File: config.mk
export PLATFORM = sky130hd
export DESIGN_NAME = seg7_scan_driver
export DESIGN_NICKNAME = d
export VERILOG_FILES = /design/src/rtl/seg7_scan_driver.sv
export SDC_FILE = /design/constraint.sdc
export NUM_CORES = 1
export LEC_CHECK = 0
export ABC_AREA = 1
export ABC_CLOCK_PERIOD_IN_PS = 7330
export CORE_MARGIN = 5
export CORE_UTILIZATION = 32
export CTS_CLUSTER_DIAMETER = 30
export DETAILED_ROUTE_END_ITERATION = 16
export GPL_TIMING_DRIVEN = 1
export SYNTH_ARGS = -nofsm -noshare
export SYNTH_HDL_FRONTEND = slang
export SYNTH_SLANG_ARGS = --single-unit
File: constraint.sdc
create_clock -name clk -period 7.33 [get_ports clk]
set_clock_uncertainty 0.2 [all_clocks]
set_input_delay 1.466 -clock clk [delete_from_list [all_inputs] [get_ports clk]]
set_output_delay 1.466 -clock clk [all_outputs]
set_load 0.01 [all_outputs]
File: src/rtl/seg7_scan_driver.sv
// seg7_scan_driver
// Time-multiplexes eight BCD/hex nibbles onto a common 8-bit segment bus with
// one select line per digit. The inputs are captured into shadow registers at
// the start of every frame, so a mid-frame change never tears the display.
// Each digit slot starts with a short dark gap to suppress ghosting.
//
// Ports:
//   clk            system clock
//   rst            asynchronous, active-high reset
//   en_in          1 = scanning, 0 = display dark
//   bcd_in         digit i = bcd_in[4i+3:4i], digit 0 rightmost
//   dp_in          decimal point per digit, 1 = lit
//   blank_mask_in  1 = digit i is never selected
//   seg_out        {dp,g,f,e,d,c,b,a}, inverted when SEG_ACTIVE_LOW
//   sel_out        sel_out[i] drives digit i, inverted when SEL_ACTIVE_LOW
//   frame_done_out one-cycle pulse on the edge that completes a frame
module seg7_scan_driver #(
   parameter int unsigned FREQUENCY_IN   = 50_000_000,
   parameter int unsigned SCAN_FREQ      = 1000,
   parameter int unsigned BLANK_CYCLES   = 16,
   parameter int unsigned SEG_ACTIVE_LOW = 1,
   parameter int unsigned SEL_ACTIVE_LOW = 1
) (
   input  logic        clk,
   input  logic        rst,
   input  logic        en_in,
   input  logic [31:0] bcd_in,
   input  logic [7:0]  dp_in,
   input  logic [7:0]  blank_mask_in,
   output logic [7:0]  seg_out,
   output logic [7:0]  sel_out,
   output logic        frame_done_out
);

   localparam int unsigned DIV   = FREQUENCY_IN / SCAN_FREQ;
   localparam int unsigned CNT_W = (DIV > 2) ? $clog2(DIV) : 1;

   localparam logic [CNT_W-1:0] CNT_MAX   = CNT_W'(DIV - 1);
   localparam logic [CNT_W-1:0] BLANK_LIM = CNT_W'(BLANK_CYCLES);

   localparam logic [7:0] SEG_OFF = (SEG_ACTIVE_LOW != 0) ? 8'hFF : 8'h00;
   localparam logic [7:0] SEL_OFF = (SEL_ACTIVE_LOW != 0) ? 8'hFF : 8'h00;

   typedef enum logic [1:0] {
      StIdle,
      StBlank,
      StShow
   } state_e;

   state_e           state_q, state_d;
   logic [CNT_W-1:0] cnt_q, cnt_d;
   logic [2:0]       idx_q, idx_d;
   logic [31:0]      bcd_sh_q;
   logic [7:0]       dp_sh_q;
   logic [7:0]       mask_sh_q;
   logic             load_shadow;
   logic             frame_done_d;
   logic [7:0]       seg_d, sel_d;
   logic [7:0]       seg_raw, sel_raw;
   logic [3:0]       nibble;

   // Active-high segment pattern {g,f,e,d,c,b,a}.
   function automatic logic [6:0] decode(input logic [3:0] val);
      logic [6:0] pat;
      unique case (val)
         4'h0: pat = 7'h3F;
         4'h1: pat = 7'h06;
         4'h2: pat = 7'h5B;
         4'h3: pat = 7'h4F;
         4'h4: pat = 7'h66;
         4'h5: pat = 7'h6D;
         4'h6: pat = 7'h7D;
         4'h7: pat = 7'h07;
         4'h8: pat = 7'h7F;
         4'h9: pat = 7'h6F;
         4'hA: pat = 7'h77;
         4'hB: pat = 7'h7C;
         4'hC: pat = 7'h39;
         4'hD: pat = 7'h5E;
         4'hE: pat = 7'h79;
         default: pat = 7'h71;
      endcase
      return pat;
   endfunction

   // Next-state: slot counter, digit index, shadow load and frame pulse.
   always_comb begin
      state_d      = state_q;
      cnt_d        = cnt_q;
      idx_d        = idx_q;
      load_shadow  = 1'b0;
      frame_done_d = 1'b0;

      if (!en_in) begin
         // Disable wins over a coincident wrap: no load, no frame pulse.
         state_d = StIdle;
         cnt_d   = '0;
         idx_d   = '0;
      end else if (state_q == StIdle) begin
         cnt_d       = '0;
         idx_d       = '0;
         load_shadow = 1'b1;
         state_d     = (BLANK_LIM != '0) ? StBlank : StShow;
      end else begin
         if (cnt_q == CNT_MAX) begin
            cnt_d = '0;
            idx_d = idx_q + 3'd1;
            if (idx_q == 3'd7) begin
               load_shadow  = 1'b1;
               frame_done_d = 1'b1;
            end
         end else begin
            cnt_d = cnt_q + CNT_W'(1);
         end
         state_d = (cnt_d < BLANK_LIM) ? StBlank : StShow;
      end
   end

   // Output pattern for the current slot; registered below, so the pins lag
   // the state/counter/index by one cycle.
   always_comb begin
      nibble  = bcd_sh_q[{idx_q, 2'b00} +: 4];
      seg_raw = 8'h00;
      sel_raw = 8'h00;
      if (en_in && (state_q == StShow) && !mask_sh_q[idx_q]) begin
         seg_raw = {dp_sh_q[idx_q], decode(nibble)};
         sel_raw = 8'h01 << idx_q;
      end
      seg_d = (SEG_ACTIVE_LOW != 0) ? ~seg_raw : seg_raw;
      sel_d = (SEL_ACTIVE_LOW != 0) ? ~sel_raw : sel_raw;
   end

   always_ff @(posedge clk or posedge rst) begin
      if (rst) begin
         state_q        <= StIdle;
         cnt_q          <= '0;
         idx_q          <= '0;
         bcd_sh_q       <= '0;
         dp_sh_q        <= '0;
         mask_sh_q      <= '0;
         seg_out        <= SEG_OFF;
         sel_out        <= SEL_OFF;
         frame_done_out <= 1'b0;
      end else begin
         state_q        <= state_d;
         cnt_q          <= cnt_d;
         idx_q          <= idx_d;
         seg_out        <= seg_d;
         sel_out        <= sel_d;
         frame_done_out <= frame_done_d;
         if (load_shadow) begin
            bcd_sh_q  <= bcd_in;
            dp_sh_q   <= dp_in;
            mask_sh_q <= blank_mask_in;
         end
      end
   end

endmodule

==> flow_results.xml <==
<?xml version="1.0" encoding="UTF-8"?>
<metrics>
  <group name="setup_path">
    <metric name="timing.critical_path.slowest_cell_delay" unit="ns">0.62</metric>
    <metric name="timing.critical_path.required" unit="ns">7.36</metric>
    <metric name="cp-start-kind" unit="">input port</metric>
    <metric name="worst-r2r-setup-slack" unit="ns">3.87</metric>
    <metric name="critPathKind" unit="">input port to register</metric>
    <metric name="crit_slowest_cell" unit="">nand2_2</metric>
    <metric name="cp.buffers_inverters" unit="">3</metric>
    <metric name="critical-path-top-delay-family" unit="">buffers and inverters</metric>
    <metric name="path_cells" unit="">clkdlybuf4s50_1, inv_1, a21oi_4, buf_4, nand2_2, nand2_1, nand2_1</metric>
    <metric name="worstPathMaxFanout" unit="">49</metric>
    <metric name="worst-r2r-cell-count" unit="">8</metric>
    <metric name="cp_data_arrival_time" unit="ns">3.56</metric>
    <metric name="critical_path.endpoint_type" unit="">register</metric>
    <metric name="crit_cells" unit="">7</metric>
    <metric name="crit_path_frequent_cell" unit="">nand2_1</metric>
  </group>
  <group name="detailed_routing">
    <metric name="routed-via-count" unit="">3751</metric>
    <metric name="route.detailed.wl_per_inst" unit="µm">13.63</metric>
    <metric name="route.detailed.drc" unit="">0</metric>
    <metric name="dr.first_iter.drc_count" unit="">175</metric>
    <metric name="totalWireLength" unit="µm">10760</metric>
    <metric name="firstDrtPassIters" unit="">4</metric>
    <metric name="vias_per_std_cell" unit="">4.754</metric>
    <metric name="route.antenna.remaining_nets" unit="">0</metric>
  </group>
  <group name="sta">
    <metric name="final.setup.tns" unit="ns">0</metric>
    <metric name="slew_headroom" unit="%">27.90</metric>
    <metric name="tightest_slew" unit="ns">1.082</metric>
    <metric name="hold_violations" unit="">0</metric>
    <metric name="unrepaired_setup_endpoints_after_global_routing" unit="">false</metric>
    <metric name="setup-violations-final" unit="">0</metric>
    <metric name="total_count_of_max_transition_violations_in_the_final_report" unit="">0</metric>
    <metric name="final_min_period_over_clock_period" unit="%">48.18</metric>
    <metric name="final_period_minus_worst_setup_slack" unit="ns">3.532</metric>
    <metric name="max_freq" unit="GHz">0.2831</metric>
    <metric name="hold_slack" unit="ns">0.2695</metric>
  </group>
  <group name="global_routing">
    <metric name="grt_first_pass_wirelength" unit="µm">18500</metric>
    <metric name="initial_antenna_violation_count" unit="">0</metric>
    <metric name="grtUsageTotal" unit="%">14.29</metric>
    <metric name="first_global_vias" unit="">3839</metric>
    <metric name="grt_start_max_net_pins" unit="">87</metric>
    <metric name="grt_overflow_total" unit="">0</metric>
  </group>
  <group name="clock_tree">
    <metric name="clock_sinks" unit="">86</metric>
    <metric name="worstSkewPairLatency" unit="ns">0.35</metric>
    <metric name="cts_hold_buf" unit="">0</metric>
    <metric name="clock-root-buffer" unit="">clkbuf_16</metric>
    <metric name="cts_tree" unit="">built</metric>
    <metric name="cts-buffers-inserted" unit="">9</metric>
    <metric name="clk_transition_reported_paths" unit="ns">0.06</metric>
    <metric name="post_cts_resize_count" unit="">0</metric>
    <metric name="clock_buffer_depth" unit="">2</metric>
    <metric name="post-cts-setup-buffers" unit="">0</metric>
    <metric name="cts_max_level" unit="">3</metric>
  </group>
  <group name="cells_and_area">
    <metric name="antenna_cells_inserted" unit="">0</metric>
    <metric name="drive_above_1_share" unit="%">8.157</metric>
    <metric name="final_nets" unit="">671</metric>
    <metric name="layout-area-overhead-vs-synth" unit="%">23.94</metric>
    <metric name="design_area" unit="µm²">5409</metric>
  </group>
  <group name="floorplan">
    <metric name="floorplan.initialDensity" unit="%">32.83</metric>
    <metric name="num_io_pins" unit="">68</metric>
    <metric name="die_w" unit="µm">126.8</metric>
    <metric name="chipHeight" unit="µm">126.8</metric>
    <metric name="coreArea" unit="µm²">13300</metric>
    <metric name="die_area" unit="µm²">16070</metric>
    <metric name="rows" unit="">42</metric>
  </group>
  <group name="logic_synthesis">
    <metric name="synth.most_common_cell" unit="">nand2_1</metric>
    <metric name="synth-warning-count" unit="">0</metric>
    <metric name="synth.largest_area_cell" unit="">dfrtp_1</metric>
    <metric name="syn_area_per_cell" unit="µm²">7.892</metric>
    <metric name="count_of_flip_flops_with_a_built_in_enable_after_synthesis" unit="">0</metric>
    <metric name="synth_flop_cell" unit="">dfrtp_1</metric>
    <metric name="synthTopCellsByCount" unit="">196 x nand2_1, 77 x nand3_1, 70 x dfrtp_1</metric>
    <metric name="synthesis.instances" unit="">553</metric>
    <metric name="synth_register_bits" unit="">86</metric>
    <metric name="post-synth-top-area-fraction" unit="%">40.14</metric>
    <metric name="async_flop_share" unit="%">100.0</metric>
    <metric name="synth_cell_types" unit="">33</metric>
    <metric name="ys_seq_area_share" unit="%">49.77</metric>
    <metric name="synth_area" unit="µm²">4364</metric>
    <metric name="netlist_top_cells_area" unit="">dfrtp_1 40%, nand2_1 17%, dfstp_2 9.6%</metric>
    <metric name="synth_fp_nets" unit="">616</metric>
  </group>
  <group name="placed_design">
    <metric name="dp_hpwl" unit="µm">7672</metric>
    <metric name="finalWeightedCongestion" unit="">0.8590</metric>
    <metric name="placed_area" unit="µm²">5124</metric>
    <metric name="portBuffers" unit="">67</metric>
  </group>
  <group name="worst_hold_path">
    <metric name="hold_class" unit="">register to register</metric>
    <metric name="worst_hold_path.num_cells" unit="">2</metric>
  </group>
  <group name="status">
    <metric name="outcome" unit="">complete, no violations</metric>
  </group>
  <group name="job">
    <metric name="max_cap_check_violation_count" unit="">0</metric>
  </group>
  <group name="pwr">
    <metric name="static-leakage-power" unit="nW">2.486</metric>
    <metric name="worst_ir_drop_vdd" unit="mV">0.1034</metric>
    <metric name="p_per_area" unit="nW/µm²">209.2</metric>
  </group>
</metrics>
==> kinds of logic (layout without fill, tap and decap cells) <==
family	after synthesis	after routing	synth area share, %
flops	86	86	49.77
xor+xnor	1	1	0.2007
compound gates	52	52	6.709
buf+inv	61	121	6.794
fa+ha+maj	12	12	3.440
simple gates	341	341	33.08
==> final timing paths <==
kind                                            endpoint                     start
worst max-delay path            bcd_sh_q[27]$_DFFE_PP0P_                     en_in
worst min-delay path            mask_sh_q[6]$_DFFE_PP0P_  mask_sh_q[6]$_DFFE_PP0P_
worst max register to register  bcd_sh_q[27]$_DFFE_PP0P_      idx_q[0]$_DFFE_PP0P_
worst min register to register  mask_sh_q[6]$_DFFE_PP0P_  mask_sh_q[6]$_DFFE_PP0P_
max in group asynchronous       bcd_sh_q[31]$_DFFE_PP0P_                       rst
min in group asynchronous       frame_done_out$_DFF_PP0_                       rst
==> worst register-to-register path: cells and delay by family (launching register included) <==
family	cells	cell delay (ns)
flip-flops	1	0.99
adder cells (fa/ha/maj)	2	0.51
AO/OA/AOI/OAI	1	0.14
AND/OR/NAND/NOR	3	0.97
buffers and inverters	2	0.53
==> registers in the layout, summed over array words and instances (netlist names) <==
| signal | flops |
|---|---|
| dp_sh_q | 8 |
| seg_out | 8 |
| idx_q | 3 |
| sel_out | 8 |
| frame_done_out | 1 |
| cnt_q | 16 |
| state_q | 2 |
| bcd_sh_q | 32 |
| mask_sh_q | 8 |
==> layer usage <==
layer  track usage [%]  share of wire (%)  vias to the layer above
met1             18.89                 47                     1774
met5                 0                  0                        -
li1                  -                  -                     1896
met2             22.95                 46                       69
met3             3.909                5.0                       12
met4             4.353                1.4                        0
==> power breakdown <==
| part | internal [mW] | total (mW) | leakage [nW] | switching, mW |
|---|---|---|---|---|
| clock network | 0.249 | 0.440 | 0.135 | 0.191 |
| logic | 0.0634 | 0.149 | 1.27 | 0.0852 |
| registers | 0.519 | 0.543 | 1.08 | 0.0240 |
| total | 0.831 | 1.13 | 2.49 | 0.301 |
==> area by class of cell <==
type	count	area [µm²]
Clock buffer	12	256.5
Clock inverter	4	28.78
Fill cell	1376	7886
Inverter	36	138.9
Multi-Input combinational cell	406	1907
Sequential cell	86	2172
Tap cell	176	220.2
Timing Repair Buffer	69	685.7
==> per-stage QoR <==
step	power, mW	instances	utilization (%)	worst slack, ns
6_report	1.132	789	40.68	3.798
5_1_grt	1.192	789	40.68	3.562
4_1_cts	1.144	789	40.68	3.801
3_5_place_dp	0.7015	773	38.54	3.460
3_3_place_gp	0.6962	773	38.54	3.527
2_1_floorplan	0.6449	553	-	3.469
==> layout by cell type, fill, tap and decap left out, types with 2 or more instances in the layout <==
master           instances
o22ai_1                  3
inv_2                    4
nand2_2                  4
clkinv_2                 2
clkinvlp_4               2
dfrtp_1                 70
nor2_2                   2
a21oi_1                 13
dfstp_2                 16
nor2_1                  48
inv_1                   29
nand2_1                196
nand3_1                 77
clkbuf_8                 2
ha_1                    12
o21ai_0                 13
nor2_4                   2
buf_4                    2
nand4_1                  8
o211ai_1                 5
clkbuf_16                9
clkdlybuf4s50_1         67
o21ai_1                 13
No activity file was read; power rests on OpenSTA's default activity.
